==> config.mk <==
export PLATFORM = sky130hd
export DESIGN_NAME = sram_port_sequencer_flat
export DESIGN_NICKNAME = d
export VERILOG_FILES = /design/src/rtl/sram_port_sequencer_pkg.sv /design/src/rtl/sram_port_sequencer_if.sv /design/src/rtl/sram_port_sequencer_onehot_decoder.sv /design/src/rtl/sram_port_sequencer.sv /design/src/flat_wrapper.sv
export SDC_FILE = /design/constraint.sdc
export NUM_CORES = 1
export LEC_CHECK = 0
export ABC_AREA = 1
export CAP_MARGIN = 20
export CORE_AREA = 10 10 499 501
export DETAILED_ROUTE_END_ITERATION = 8
export DIE_AREA = 0 0 509 511
export HOLD_SLACK_MARGIN = 0.06
export SKIP_CTS_REPAIR_TIMING = 1
export SLEW_MARGIN = 15
export SYNTH_ARGS = -nofsm -noshare
export SYNTH_HDL_FRONTEND = slang
export SYNTH_HIERARCHICAL = 1
export SYNTH_SLANG_ARGS = --single-unit
==> constraint.sdc <==
create_clock -name clk -period 4.8 [get_ports clk]
set_input_delay 0.96 -clock clk [delete_from_list [all_inputs] [get_ports clk]]
set_output_delay 0.96 -clock clk [all_outputs]
set_load 0.005 [all_outputs]
==> src/rtl/sram_port_sequencer_pkg.sv <==
// Shared types and defaults for the register-file SRAM port sequencer.
`ifndef SIZE_RMT
`define SIZE_RMT 32
`endif

package sram_port_sequencer_pkg;

    typedef enum logic {
        ST_INIT = 1'b0,
        ST_RUN  = 1'b1
    } seq_state_e;

    localparam int SRAM_DEPTH_DEF = 64;
    localparam int SRAM_INDEX_DEF = 6;
    localparam int SRAM_WIDTH_DEF = 8;
    localparam int NUM_RD_DEF     = 10;
    localparam int NUM_WR_DEF     = 5;
    localparam int INIT_START_DEF = `SIZE_RMT;

    // Flattened width of a per-port bus.
    function automatic int bus_w(input int ports, input int slice_w);
        return ports * slice_w;
    endfunction

endpackage

==> src/rtl/sram_port_sequencer_if.sv <==
// Request, SRAM-facing and response signals of the port sequencer.
interface sram_port_sequencer_if
    import sram_port_sequencer_pkg::*;
#(
    parameter int SRAM_DEPTH = SRAM_DEPTH_DEF,
    parameter int SRAM_INDEX = SRAM_INDEX_DEF,
    parameter int SRAM_WIDTH = SRAM_WIDTH_DEF,
    parameter int NUM_RD     = NUM_RD_DEF,
    parameter int NUM_WR     = NUM_WR_DEF
);
    logic [NUM_RD-1:0][SRAM_INDEX-1:0] rd_addr_i;
    logic [NUM_RD-1:0]                 rd_valid_i;
    logic [NUM_WR-1:0][SRAM_INDEX-1:0] wr_addr_i;
    logic [NUM_WR-1:0][SRAM_WIDTH-1:0] wr_data_i;
    logic [NUM_WR-1:0]                 wr_valid_i;
    logic                              ready_o;
    logic [NUM_RD-1:0][SRAM_DEPTH-1:0] decoded_rd_o;
    logic [NUM_WR-1:0][SRAM_DEPTH-1:0] decoded_wr_o;
    logic [NUM_WR-1:0]                 we_o;
    logic [NUM_WR-1:0][SRAM_WIDTH-1:0] data_wr_o;
    logic [NUM_RD-1:0][SRAM_WIDTH-1:0] sram_rd_data_i;
    logic [NUM_RD-1:0][SRAM_WIDTH-1:0] rd_data_o;
    logic                              wr_conflict_o;

    modport slave (
        input  rd_addr_i, rd_valid_i, wr_addr_i, wr_data_i, wr_valid_i, sram_rd_data_i,
        output ready_o, decoded_rd_o, decoded_wr_o, we_o, data_wr_o, rd_data_o, wr_conflict_o
    );

    modport master (
        output rd_addr_i, rd_valid_i, wr_addr_i, wr_data_i, wr_valid_i, sram_rd_data_i,
        input  ready_o, decoded_rd_o, decoded_wr_o, we_o, data_wr_o, rd_data_o, wr_conflict_o
    );

endinterface

==> src/rtl/sram_port_sequencer_onehot_decoder.sv <==
// Binary-to-one-hot address decoder with a valid gate; out-of-range addresses decode to zero.
module onehot_decoder #(
    parameter int IDX_W = 6,
    parameter int DEPTH = 64
) (
    input  logic             valid,
    input  logic [IDX_W-1:0] addr,
    output logic [DEPTH-1:0] onehot
);
    for (genvar a = 0; a < DEPTH; a++) begin : g_bit
        assign onehot[a] = valid && (addr == IDX_W'(a));
    end
endmodule

==> src/rtl/sram_port_sequencer.sv <==
// Requester front end for multi-ported decoded-address RF SRAMs: init sweep, one-stage
// request register, one-hot decode and write-to-read bypass.
module sram_port_sequencer
    import sram_port_sequencer_pkg::*;
#(
    parameter int SRAM_DEPTH = SRAM_DEPTH_DEF,
    parameter int SRAM_INDEX = SRAM_INDEX_DEF,
    parameter int SRAM_WIDTH = SRAM_WIDTH_DEF,
    parameter int NUM_RD     = NUM_RD_DEF,
    parameter int NUM_WR     = NUM_WR_DEF,
    parameter int INIT_START = INIT_START_DEF
) (
    input  logic                    clk,
    input  logic                    reset,
    sram_port_sequencer_if.slave    bus
);
    localparam bit                    SKIP_INIT = (INIT_START >= SRAM_DEPTH);
    localparam logic [SRAM_INDEX-1:0] CNT_START = SRAM_INDEX'(INIT_START);
    localparam logic [SRAM_INDEX-1:0] CNT_LAST  = SRAM_INDEX'(SRAM_DEPTH - 1);

    seq_state_e                        state_q, state_d;
    logic [SRAM_INDEX-1:0]             cnt_q, cnt_d;
    logic                              ready_q;
    logic [NUM_RD-1:0][SRAM_INDEX-1:0] rd_addr_q;
    logic [NUM_RD-1:0]                 rd_vld_q;
    logic [NUM_WR-1:0][SRAM_INDEX-1:0] wr_addr_q;
    logic [NUM_WR-1:0][SRAM_WIDTH-1:0] wr_data_q;
    logic [NUM_WR-1:0]                 wr_vld_q;
    logic                              conflict_d, conflict_q;
    logic [NUM_RD-1:0][SRAM_WIDTH-1:0] rd_data;

    // The counter holds on the last entry rather than wrapping.
    always_comb begin
        state_d = state_q;
        cnt_d   = cnt_q;
        if (state_q == ST_INIT) begin
            if (SKIP_INIT || cnt_q == CNT_LAST) state_d = ST_RUN;
            else                                 cnt_d   = cnt_q + 1'b1;
        end
    end

    always_comb begin
        conflict_d = 1'b0;
        for (int i = 0; i < NUM_WR; i++)
            for (int j = i + 1; j < NUM_WR; j++)
                if (bus.wr_valid_i[i] && bus.wr_valid_i[j] && bus.wr_addr_i[i] == bus.wr_addr_i[j])
                    conflict_d = 1'b1;
    end

    // ready lags RUN by a cycle so the last sweep write is on the bus before traffic is taken.
    always_ff @(posedge clk or negedge reset) begin
        if (!reset) begin
            state_q    <= ST_INIT;
            cnt_q      <= CNT_START;
            ready_q    <= 1'b0;
            rd_addr_q  <= '0;
            rd_vld_q   <= '0;
            wr_addr_q  <= '0;
            wr_data_q  <= '0;
            wr_vld_q   <= '0;
            conflict_q <= 1'b0;
        end else begin
            state_q <= state_d;
            cnt_q   <= cnt_d;
            ready_q <= (state_q == ST_RUN);
            if (ready_q) begin
                rd_addr_q  <= bus.rd_addr_i;
                rd_vld_q   <= bus.rd_valid_i;
                wr_addr_q  <= bus.wr_addr_i;
                wr_vld_q   <= bus.wr_valid_i;
                conflict_q <= conflict_d;
                for (int w = 0; w < NUM_WR; w++)
                    wr_data_q[w] <= bus.wr_valid_i[w] ? bus.wr_data_i[w] : '0;
            end else begin
                rd_addr_q  <= '0;
                rd_vld_q   <= '0;
                wr_addr_q  <= '0;
                wr_data_q  <= '0;
                wr_vld_q   <= '0;
                conflict_q <= 1'b0;
                if (state_q == ST_INIT && !SKIP_INIT) begin
                    wr_vld_q[0]  <= 1'b1;
                    wr_addr_q[0] <= cnt_q;
                end
            end
        end
    end

    for (genvar p = 0; p < NUM_RD; p++) begin : g_rd_dec
        onehot_decoder #(.IDX_W(SRAM_INDEX), .DEPTH(SRAM_DEPTH)) u_dec (
            .valid  (rd_vld_q[p]),
            .addr   (rd_addr_q[p]),
            .onehot (bus.decoded_rd_o[p])
        );
    end

    for (genvar w = 0; w < NUM_WR; w++) begin : g_wr_dec
        onehot_decoder #(.IDX_W(SRAM_INDEX), .DEPTH(SRAM_DEPTH)) u_dec (
            .valid  (wr_vld_q[w]),
            .addr   (wr_addr_q[w]),
            .onehot (bus.decoded_wr_o[w])
        );
    end

    // Ascending scan: the highest-index matching write overrides, like the SRAM's write priority.
    always_comb begin
        rd_data = '0;
        for (int p = 0; p < NUM_RD; p++) begin
            if (rd_vld_q[p]) rd_data[p] = bus.sram_rd_data_i[p];
            for (int w = 0; w < NUM_WR; w++)
                if (rd_vld_q[p] && wr_vld_q[w] && wr_addr_q[w] == rd_addr_q[p] &&
                    int'(rd_addr_q[p]) < SRAM_DEPTH)
                    rd_data[p] = wr_data_q[w];
        end
    end

    assign bus.rd_data_o     = rd_data;
    assign bus.we_o          = wr_vld_q;
    assign bus.data_wr_o     = wr_data_q;
    assign bus.ready_o       = ready_q;
    assign bus.wr_conflict_o = conflict_q;

endmodule

==> src/flat_wrapper.sv <==
// flat-port wrapper written by rule: the top's interface ports become plain ports
module sram_port_sequencer_flat import sram_port_sequencer_pkg::*;
#(
    parameter int SRAM_DEPTH = SRAM_DEPTH_DEF,
    parameter int SRAM_INDEX = SRAM_INDEX_DEF,
    parameter int SRAM_WIDTH = SRAM_WIDTH_DEF,
    parameter int NUM_RD     = NUM_RD_DEF,
    parameter int NUM_WR     = NUM_WR_DEF,
    parameter int INIT_START = INIT_START_DEF
)
  (clk, reset, bus_rd_addr_i, bus_rd_valid_i, bus_wr_addr_i, bus_wr_data_i, bus_wr_valid_i, bus_sram_rd_data_i, bus_ready_o, bus_decoded_rd_o, bus_decoded_wr_o, bus_we_o, bus_data_wr_o, bus_rd_data_o, bus_wr_conflict_o);
  sram_port_sequencer_if #(.SRAM_DEPTH(SRAM_DEPTH), .SRAM_INDEX(SRAM_INDEX), .SRAM_WIDTH(SRAM_WIDTH), .NUM_RD(NUM_RD), .NUM_WR(NUM_WR)) bus_i ();
  input  logic clk;
  input  logic reset;
  input wire logic [$bits(bus_i.rd_addr_i)-1:0] bus_rd_addr_i;
  input wire logic [$bits(bus_i.rd_valid_i)-1:0] bus_rd_valid_i;
  input wire logic [$bits(bus_i.wr_addr_i)-1:0] bus_wr_addr_i;
  input wire logic [$bits(bus_i.wr_data_i)-1:0] bus_wr_data_i;
  input wire logic [$bits(bus_i.wr_valid_i)-1:0] bus_wr_valid_i;
  input wire logic [$bits(bus_i.sram_rd_data_i)-1:0] bus_sram_rd_data_i;
  output wire logic [$bits(bus_i.ready_o)-1:0] bus_ready_o;
  output wire logic [$bits(bus_i.decoded_rd_o)-1:0] bus_decoded_rd_o;
  output wire logic [$bits(bus_i.decoded_wr_o)-1:0] bus_decoded_wr_o;
  output wire logic [$bits(bus_i.we_o)-1:0] bus_we_o;
  output wire logic [$bits(bus_i.data_wr_o)-1:0] bus_data_wr_o;
  output wire logic [$bits(bus_i.rd_data_o)-1:0] bus_rd_data_o;
  output wire logic [$bits(bus_i.wr_conflict_o)-1:0] bus_wr_conflict_o;
  assign bus_i.rd_addr_i = bus_rd_addr_i;
  assign bus_i.rd_valid_i = bus_rd_valid_i;
  assign bus_i.wr_addr_i = bus_wr_addr_i;
  assign bus_i.wr_data_i = bus_wr_data_i;
  assign bus_i.wr_valid_i = bus_wr_valid_i;
  assign bus_i.sram_rd_data_i = bus_sram_rd_data_i;
  assign bus_ready_o = bus_i.ready_o;
  assign bus_decoded_rd_o = bus_i.decoded_rd_o;
  assign bus_decoded_wr_o = bus_i.decoded_wr_o;
  assign bus_we_o = bus_i.we_o;
  assign bus_data_wr_o = bus_i.data_wr_o;
  assign bus_rd_data_o = bus_i.rd_data_o;
  assign bus_wr_conflict_o = bus_i.wr_conflict_o;
  sram_port_sequencer #(.SRAM_DEPTH(SRAM_DEPTH), .SRAM_INDEX(SRAM_INDEX), .SRAM_WIDTH(SRAM_WIDTH), .NUM_RD(NUM_RD), .NUM_WR(NUM_WR), .INIT_START(INIT_START)) u_core (.clk(clk), .reset(reset), .bus(bus_i));
endmodule
# After elaboration in Yosys (flattened, before gate mapping)
# Cells that the tools add are included.
# totals
ff_bits	154
input_bits	227
out_inout_bits	1087
word_cells	2216
# classes
addsub	1
n_eq_ne	1006
muxes	85
bitwise	2
reduce_logical	1096
# op_table
op	count
equality test 6 bit (second input constant)	481
equality test 6 x 5 -> 1 bit (second input constant)	240
logical AND 1 bit	1080
equality test 6 x 4 -> 1 bit (second input constant)	120
2-to-1 mux 8 bit	65
equality test 6 x 3 -> 1 bit (second input constant)	60
equality test 6 bit	60
equality test 6 x 2 -> 1 bit (second input constant)	30
equality test 6 x 1 -> 1 bit (second input constant)	15
zero test 6 bit	15
2-to-1 mux 60 bit	1
2-to-1 mux 40 bit	1
2-to-1 mux 30 bit	1
2-to-1 mux 1 bit	14
2-to-1 mux 10 bit	1
adder 6 x 1 -> 6 bit (second input constant)	1
2-to-1 mux 6 bit	1
2-to-1 mux 5 bit	1
NOT 1 bit	2
AND reduction 2 bit	1

# Depth between registers and ports, before layout
# Gate-level depths: netlist (run 1).
# depth
word_depth	13
mapped_depth	15
depth_no_buf	14

# By module
# The synthesis (run 1) kept the hierarchy.
# by_module_without_submodules
mod	n_inst	cells_each	area_each_um2	seq_area_each_um2
sram_port_sequencer	1	2907	16628.4	3854.9
onehot_decoder	15	104	445.4	0.0

# Worst setup path before layout (run 1)
# OpenSTA, ideal clock, no wires.
# synth_timing
path_kind	reg-to-output
startpoint	register u_core.wr_vld_q[3], in the netlist u_core/bus.we_o[3]
endpoint	output bus_rd_data_o[5]
arrival_time_ns	1.609
required_ns	3.840
path_slack_ns	2.231
path_stages_with_launch	12
path_buffers	2
cell_sequence	dfrtp_1 > buf_2 > nand2_1 > a21oi_1 > o211ai_1 > nor3_4 > buf_4 > nand2_1 > nand2_1 > inv_1 > nand2_1 > nand2_1
# synth_via
elab_chain_cells	4
# synth_lines
element	line	text
from (decl)	sram_port_sequencer.sv:28	logic [NUM_WR-1:0] wr_vld_q;
from (signal assigned)	sram_port_sequencer.sv:70	wr_vld_q <= bus.wr_valid_i;
logical AND 1 bit (2 in series)	sram_port_sequencer.sv:111	if (rd_vld_q[p] && wr_vld_q[w] && wr_addr_q[w] == rd_addr_q[p] &&
2-to-1 mux 8 bit (2 in series)	sram_port_sequencer.sv:111	
to (decl)	flat_wrapper.sv:26	output wire logic [$bits(bus_i.rd_data_o)-1:0] bus_rd_data_o;
# Every way passes these cells.

# Worst setup path in the final report (run 1)
# layout_timing
startpoint	register u_core/wr_addr_q[10] (netlist bit)
endpoint	output bus_rd_data_o[3]
# layout_via
elab_chain_cells	6
# layout_lines
element	line	text
from (decl)	sram_port_sequencer.sv:26	logic [NUM_WR-1:0][SRAM_INDEX-1:0] wr_addr_q;
from (signal assigned)	sram_port_sequencer.sv:69	wr_addr_q <= bus.wr_addr_i;
equality test 6 bit	sram_port_sequencer.sv:111	
logical AND 1 bit	sram_port_sequencer.sv:111	
2-to-1 mux 8 bit (4 in series)	sram_port_sequencer.sv:111	
# Every way passes these cells.

==> run metrics, run 1 <==
vias per cell 3.97; Avg Cell Area, Syn 5.22 sq um; Routed Antenna Nets 0; Hold Path Class in2async; outcome complete, no violations; Clock Sinks 154; initial drt markers 3997; Layout Cells excl Fill 8943; WL final 238000 um; Layout area overhead 74.1%; later-pin clock latency in the skew report 0.57 ns; Cells after Synth 4467; yosys warns 6; Comb power frac 10.9%; Initial Utilization 9.75%; number of synthesized flops with an enable pin 0; Final setup violation count 0; gr ovfl total 0; Max Slew Vio Count 0; Crit Path Max Fanout 11; Post-Route Skew 0.0192 ns; Max Cap Violations 0; Clk pwr share 49.3%; Die Area approximately 260000 sq um; CP Data Required Time 3.84 ns; RSZ-0062 raised after global routing true; Max-slew headroom about a fifth; Die Width slightly above 500 um; Post-Syn Area 23300 sq um; top cells by area, synth nand2_1, nor2_1, dfrtp_1; Fin Setup TNS 0 ns; Root Buffer clkbuf_16; count leader, synth nand2_1; dpl cells 8891; Nets just under 6000; sequential cell area 3860 sq um; Port-buffer cells 1313; Switching Share 32.3%; total nets after synthesis 4695; DRC errors left 0; initial antenna violation count 40; leading area contributor after synthesis nand2_1; detailed placer's ending HPWL 204000 um; Core Area 239000 sq um; DIE HEIGHT between 500 and 600 um; vias in the first global route 34400; FF-to-FF End u_core/bus.data_wr_o[32]; Worst Max-Slew Pin Slew 1.21 ns; commonest cells in the netlist nand2_1, nor2_1, inv_1, nand3_1, dfrtp_1; synthesized flop and latch total approximately 150; Worst-path clk slew 0.10 ns; Synth async-reset ratio 100%; number of H-tree levels 4; share of cells above drive strength 1 6.05%; router iterations before antenna repair 7; Placed Area 39900 sq um; Seq/Total Area, Yosys 16.5%; TritonCTS clock tree yes; design area a little over 40000 sq um; period utilization 96.2%; P_leak around 16 nW; combined area of the multi-input logic cells 15800 sq um; largest net degree at the start of global routing 71; Pint 2.20 mW; crit path DAT 3.66 ns; GRT Util Overall ~17%; Hold Vio Cnt, Final 0; synth unique cells 49; fill count between 20000 and 30000; pwr/cell area 80.2 nW/um^2; post-synth top area share ~23%; first-pass GRT wire length between 300000 and 400000 um; Worst R2R Setup Slack 2.22 ns; # IOs 1314; total vias in the final route 35500; worst r2r src u_core/bus.ready_o; Clock Tree Buf Depth 2; cells on worst reg2reg path 3; Startpoint Class flip-flop; P_sw 1.05 mW; WL/cell 26.7 um; Setup CP Type reg2out; Peak supply drop 315 uV; RePlAce Congestion 0.985; final period demand of the worst path roughly 4.6 ns; sequential share of power 39.8%; fmax 217 MHz; # rows 180; Top FF cell, synth dfrtp_1; Worst setup EP type output port; Num CTS Buffers 17
==> cell type report <==
type,count,share of cell area (%)
multi-input cells,3531,38.8
flip-flops and latches,154,9.52
well taps,3185,9.82
clock buffers,17,1.05
repair buffers,1435,34.7
diodes,20,0.123
inverters,586,5.45
clock inverters,15,0.475
==> critical path, cell delays in order (launching register included) <==
cell             delay [ns]
dfrtp_1                0.46
buf_4                  0.31
inv_1                  0.32
nand2_1                0.17
nand3_1                0.08
nor2_1                 0.15
nand3_2                0.24
inv_2                  0.21
nand2_1                0.08
nand2_1                0.13
nand2_1                0.07
nand2_1                0.06
nand2_1                0.06
nand2_1                0.16
clkdlybuf4s50_1        0.55
==> logic make-up after synthesis <==
group                    count (synthesis)  share of synthesized area (%)
AO/OA/AOI/OAI                          320                           7.56
AND/OR/NAND/NOR                       3091                           55.5
flip-flops                             154                           16.5
adder cells (fa/ha/maj)                  1                         0.0537
buffers and inverters                  782                           15.9
XOR/XNOR                               119                           4.47
==> per-layer routing <==
| metal | up-vias | track usage [%] | routed length (um) |
|---|---|---|---|
| li1 | 16100 | - | - |
| met1 | 16400 | 18.2 | 84500 |
| met2 | 2500 | 30.1 | 114000 |
| met3 | 519 | 6.13 | 25800 |
| met4 | 16 | 8.56 | 13600 |
| met5 | - | 0 | 103 |
==> registers in the layout, summed over array words and instances, names as in the netlist <==
name / count
u_core/rd_vld_q: 10
u_core/state_q: 1
u_core/rd_addr_q: 60
u_core/bus.ready_o: 1
u_core/cnt_q: 6
u_core/bus.data_wr_o: 40
u_core/bus.we_o: 5
u_core/bus.wr_conflict_o: 1
u_core/wr_addr_q: 30
==> cell usage in the layout (no fill, tap or decap), types with 5 or more instances in the layout <==
cell             instances
nand3_1                243
o21ai_1                 39
nand4_1                 56
nor2_1                1202
nand2_1               1416
inv_1                  538
o2111ai_1                6
a21oi_2                  6
clkdlybuf4s50_1       1312
o22ai_1                 36
diode_2                 20
nor2_4                  21
buf_4                  119
nor3_1                  24
clkinv_8                 5
nor4_1                   8
nand2_4                  5
nor2_2                  18
o211ai_1                18
clkbuf_16               17
nand2_2                  9
xor2_1                  59
dfrtp_2                  5
xnor2_1                 60
nand3_2                 67
inv_2                   40
dfrtp_1                147
a21oi_1                117
o21ai_0                 93
==> stage by stage <==
stage / utilization (%) / power [mW] / hold WS (ns) / setup slack, ns
finish: 17.0 / 3.26 / 0.405 / 0.183
global route: 17.0 / 3.41 / 0.411 / -0.00966
CTS: 16.9 / 3.37 / 0.363 / -0.0115
detailed placement: 16.7 / 1.68 / 0.407 / 0.683
global placement: 16.7 / 1.68 / 0.401 / 0.653
floorplan: - / 1.39 / 0.375 / 2.23
==> power by group through the flow <==
stage	combinational, mW	clock, mW	sequential, mW
6_report	0.353	1.61	1.30
3_5_place_dp	0.355	0	1.32
2_1_floorplan	0.0710	0	1.32
3_3_place_gp	0.354	0	1.32
5_1_grt	0.374	1.74	1.30
4_1_cts	0.357	1.72	1.30
==> worst max path at each step <==
stage	startpoint	endpoint	slack, ns
after global routing	u_core/wr_addr_q[10]	bus_rd_data_o[65]	-0.01
after global placement	u_core/rd_addr_q[2]	bus_rd_data_o[0]	0.65
after detailed placement	u_core/wr_addr_q[3]	bus_rd_data_o[65]	0.68
final	u_core/wr_addr_q[10]	bus_rd_data_o[3]	0.18
after floorplan	u_core/bus.we_o[3]	bus_rd_data_o[5]	2.23
after CTS	u_core/wr_addr_q[3]	bus_rd_data_o[65]	-0.01
(Power assumes the default switching activity.)
==> inputs of run 2 (changes only) <==
--- a/config.mk
+++ b/config.mk
@@ -7,13 +7,12 @@
 export LEC_CHECK = 0
 export ABC_AREA = 1
 export CAP_MARGIN = 20
-export CORE_AREA = 10 10 499 501
+export CORE_AREA = 2 2 515 517
 export DETAILED_ROUTE_END_ITERATION = 8
-export DIE_AREA = 0 0 509 511
+export DIE_AREA = 0 0 517 519
 export HOLD_SLACK_MARGIN = 0.06
 export SKIP_CTS_REPAIR_TIMING = 1
 export SLEW_MARGIN = 15
 export SYNTH_ARGS = -nofsm -noshare
 export SYNTH_HDL_FRONTEND = slang
-export SYNTH_HIERARCHICAL = 1
 export SYNTH_SLANG_ARGS = --single-unit
==> run metrics, run 2 <==
Adder-Cell Fraction of Synth Area 0.0548% (was 0.0537%); Post-Synth Simple-Gate Area 57.3% (was 55.5%); Setup CP Type reg2out (unchanged); Clock Sinks 154 (unchanged); Initial Utilization 8.66% (was 9.75%); CP Data Required Time 3.84 ns (about the same); Post-Route Skew 0.0174 ns (was 0.0192 ns); number of H-tree levels 4 (unchanged); RePlAce Congestion 1.03 (was 0.985); router iterations before antenna repair 8 (was 7); Port-buffer cells 1313 (unchanged); final period demand of the worst path 4.56 ns (was 4.62 ns); post-synthesis mux area share 0% (unchanged); commonest cells after routing, fill and taps aside nand2_1, clkdlybuf4s50_1, nor2_1, inv_1, nand3_1 (unchanged); Crit. Startpoint u_core.bus.we_o[2] (was u_core/wr_addr_q[10]); leading area contributor after synthesis nand2_1 (unchanged); max FFs per register 60 (unchanged); Root Buffer clkbuf_16 (unchanged); worst r2r src u_core.bus.ready_o (was u_core/bus.ready_o); Hold Path Class in2async (unchanged); Worst-path clk slew 0.09 ns (was 0.10 ns); Hold Vio Cnt, Final 0 (unchanged); Die Area 268000 sq um (was 260000 sq um); later-pin clock latency in the skew report 0.56 ns (was 0.57 ns); commonest cells in the netlist nand2_1, nor2_1, inv_1, nand3_1, dfrtp_1 (unchanged); yosys warns 0 (was 6); FF-to-FF End u_core.bus.data_wr_o[37] (was u_core/bus.data_wr_o[32]); Max-slew headroom 19.5% (was 19.6%); number of synthesized flops with an enable pin 0 (unchanged); first-pass GRT wire length 344000 um (was 306000 um); initial drt markers 4350 (was 3997); post-synthesis xor/xnor area fraction 4.41% (was 4.47%); Largest Register u_core.rd_addr_q (was u_core/rd_addr_q); GRT Util Overall 19.5% (was 17.2%); Final setup violation count 0 (unchanged); Post-Syn Area 22800 sq um (was 23300 sq um); Num CTS Buffers 17 (unchanged); vias per cell 3.97 (about the same); Routed Antenna Nets 0 (unchanged); DRC errors left 0 (unchanged); outcome complete, no violations (unchanged); Seq/Total Area, Yosys 16.9% (was 16.5%); Max Cap Violations 0 (unchanged); post-synth top area share 24.5% (was 22.8%); DIE HEIGHT 519 um (was 511 um); area fraction in compound gates after synthesis 7.53% (was 7.56%); # rows 189 (was 180); Max Slew Vio Count 0 (unchanged); Peak supply drop 250 uV (was 315 uV); Worst Max-Slew Pin Slew 1.20 ns (was 1.21 ns); Synth async-reset ratio 100% (unchanged); largest net degree at the start of global routing 86 (was 71); Startpoint Class flip-flop (unchanged); Core Area 263000 sq um (was 239000 sq um); Worst setup EP type output port (unchanged); fill count 30900 (was 27900); Nets 6015 (was 5953); Clock Tree Buf Depth 2 (unchanged); initial antenna violation count 139 (was 40); vias in the first global route 34300 (was 34400); synthesized flop and latch total 154 (unchanged); dpl cells 9301 (was 8891); top cells by area, synth nand2_1, nor2_1, dfrtp_1 (unchanged); crit path DAT 3.60 ns (was 3.66 ns); count leader, synth nand2_1 (unchanged); Layout area overhead 82.3% (was 74.1%); Cells after Synth 4495 (was 4467); Fin Setup TNS 0 ns (unchanged); synth unique cells 52 (was 49); WL/cell 29.3 um (was 26.7 um); RSZ-0062 raised after global routing false (was true); pwr/cell area 77.6 nW/um^2 (was 80.2 nW/um^2); Top FF cell, synth dfrtp_1 (unchanged); total vias in the final route 37200 (was 35500); TritonCTS clock tree yes (unchanged); Worst R2R Setup Slack 2.62 ns (was 2.22 ns); cells on worst reg2reg path 3 (unchanged); Die Width 517 um (was 509 um); P_leak 16.7 nW (was 16.0 nW); # IOs 1314 (unchanged); gr ovfl total 0 (unchanged); Crit Path Max Fanout 10 (was 11); Avg Cell Area, Syn 5.08 sq um (was 5.22 sq um); commonest non-fill, non-tap cell in the layout nand2_1 (unchanged); WL final 275000 um (was 238000 um); share of cells above drive strength 1 7.03% (was 6.05%); Layout Cells excl Fill 9388 (was 8943); period utilization 95.0% (was 96.2%); detailed placer's ending HPWL 234000 um (was 204000 um); fmax 219 MHz (was 217 MHz); total nets after synthesis 4723 (was 4695); largest family of logic cells by synthesized area simple AND/OR/NAND/NOR gates (unchanged)
## run 2: cell types whose count changed after synthesis, moves of 10 or more
cell	change
nand3_1	+34
clkbuf_1	+60
nand2_1	+73
nand3_2	-58
o211ai_1	-10
nand4_1	+20
buf_4	+32
a21oi_1	+20
inv_1	-106
buf_2	+26
o21ai_1	-16
nor2_1	+14
buf_6	-62
## run 2: kinds of logic (layout without fill, tap and decap cells)
family / Yosys count / in the layout
XOR/XNOR: 114 / 114
other: 0 / 55
AO/OA/AOI/OAI: 317 / 317
flip-flops: 154 / 154
buffers and inverters: 725 / 2030
AND/OR/NAND/NOR: 3184 / 3184
adder cells (fa/ha/maj): 1 / 1
## run 2: area by class of cell
type	instances	area, sq um	share of cell area [%]
Antenna cell	55	138	0.331
Clock buffer	17	425	1.02
Clock inverter	15	193	0.463
Inverter	473	1780	4.27
Multi-Input combinational cell	3616	15800	38.0
Sequential cell	154	3860	9.27
Tap cell	3533	4420	10.6
Timing Repair Buffer	1525	15000	36.0
## run 2: critical path, cell delays in order, from the launching register on
cell             delay (ns)
dfrtp_1                0.84
buf_4                  0.32
nand3_1                0.77
buf_4                  0.49
nor2_1                 0.10
clkdlybuf4s50_1        0.53
## run 2: routing by layer
metal  up-vias  track usage [%]  wire (um)
li1      16400                -          -
met2      2669             32.0     125000
met4       102             10.1      17000
met1     17400             21.4      99900
met3       674             7.89      32200
met5         -                0        659
## run 2: per-stage QoR
stage               hold WS [ns]  worst slack [ns]  area (sq um)  power (mW)  utilization [%]
floorplan                  0.374              2.35         22800        1.39                -
global route               0.443            0.0688         41500        3.33             15.8
detailed placement         0.415             0.860         40900        1.68             15.5
global placement           0.412             0.895         40700        1.67             15.5
CTS                        0.422             0.241         41500        3.29             15.7
finish                     0.413             0.239         41600        3.23             15.8
## run 2: worst max path at each step
stage | end | slack [ns]
after global routing | bus_rd_data_o[31] | 0.07
after CTS | bus_decoded_rd_o[91] | 0.24
after global placement | bus_decoded_wr_o[172] | 0.89
final | bus_decoded_wr_o[172] | 0.24
after detailed placement | bus_decoded_rd_o[91] | 0.86
after floorplan | bus_rd_data_o[11] | 2.35
## run 2: where the power goes
group          internal (mW)  switching [mW]  total (mW)
sequential              1.30               0        1.30
clock                  0.708           0.869        1.58
combinational          0.193           0.164       0.357
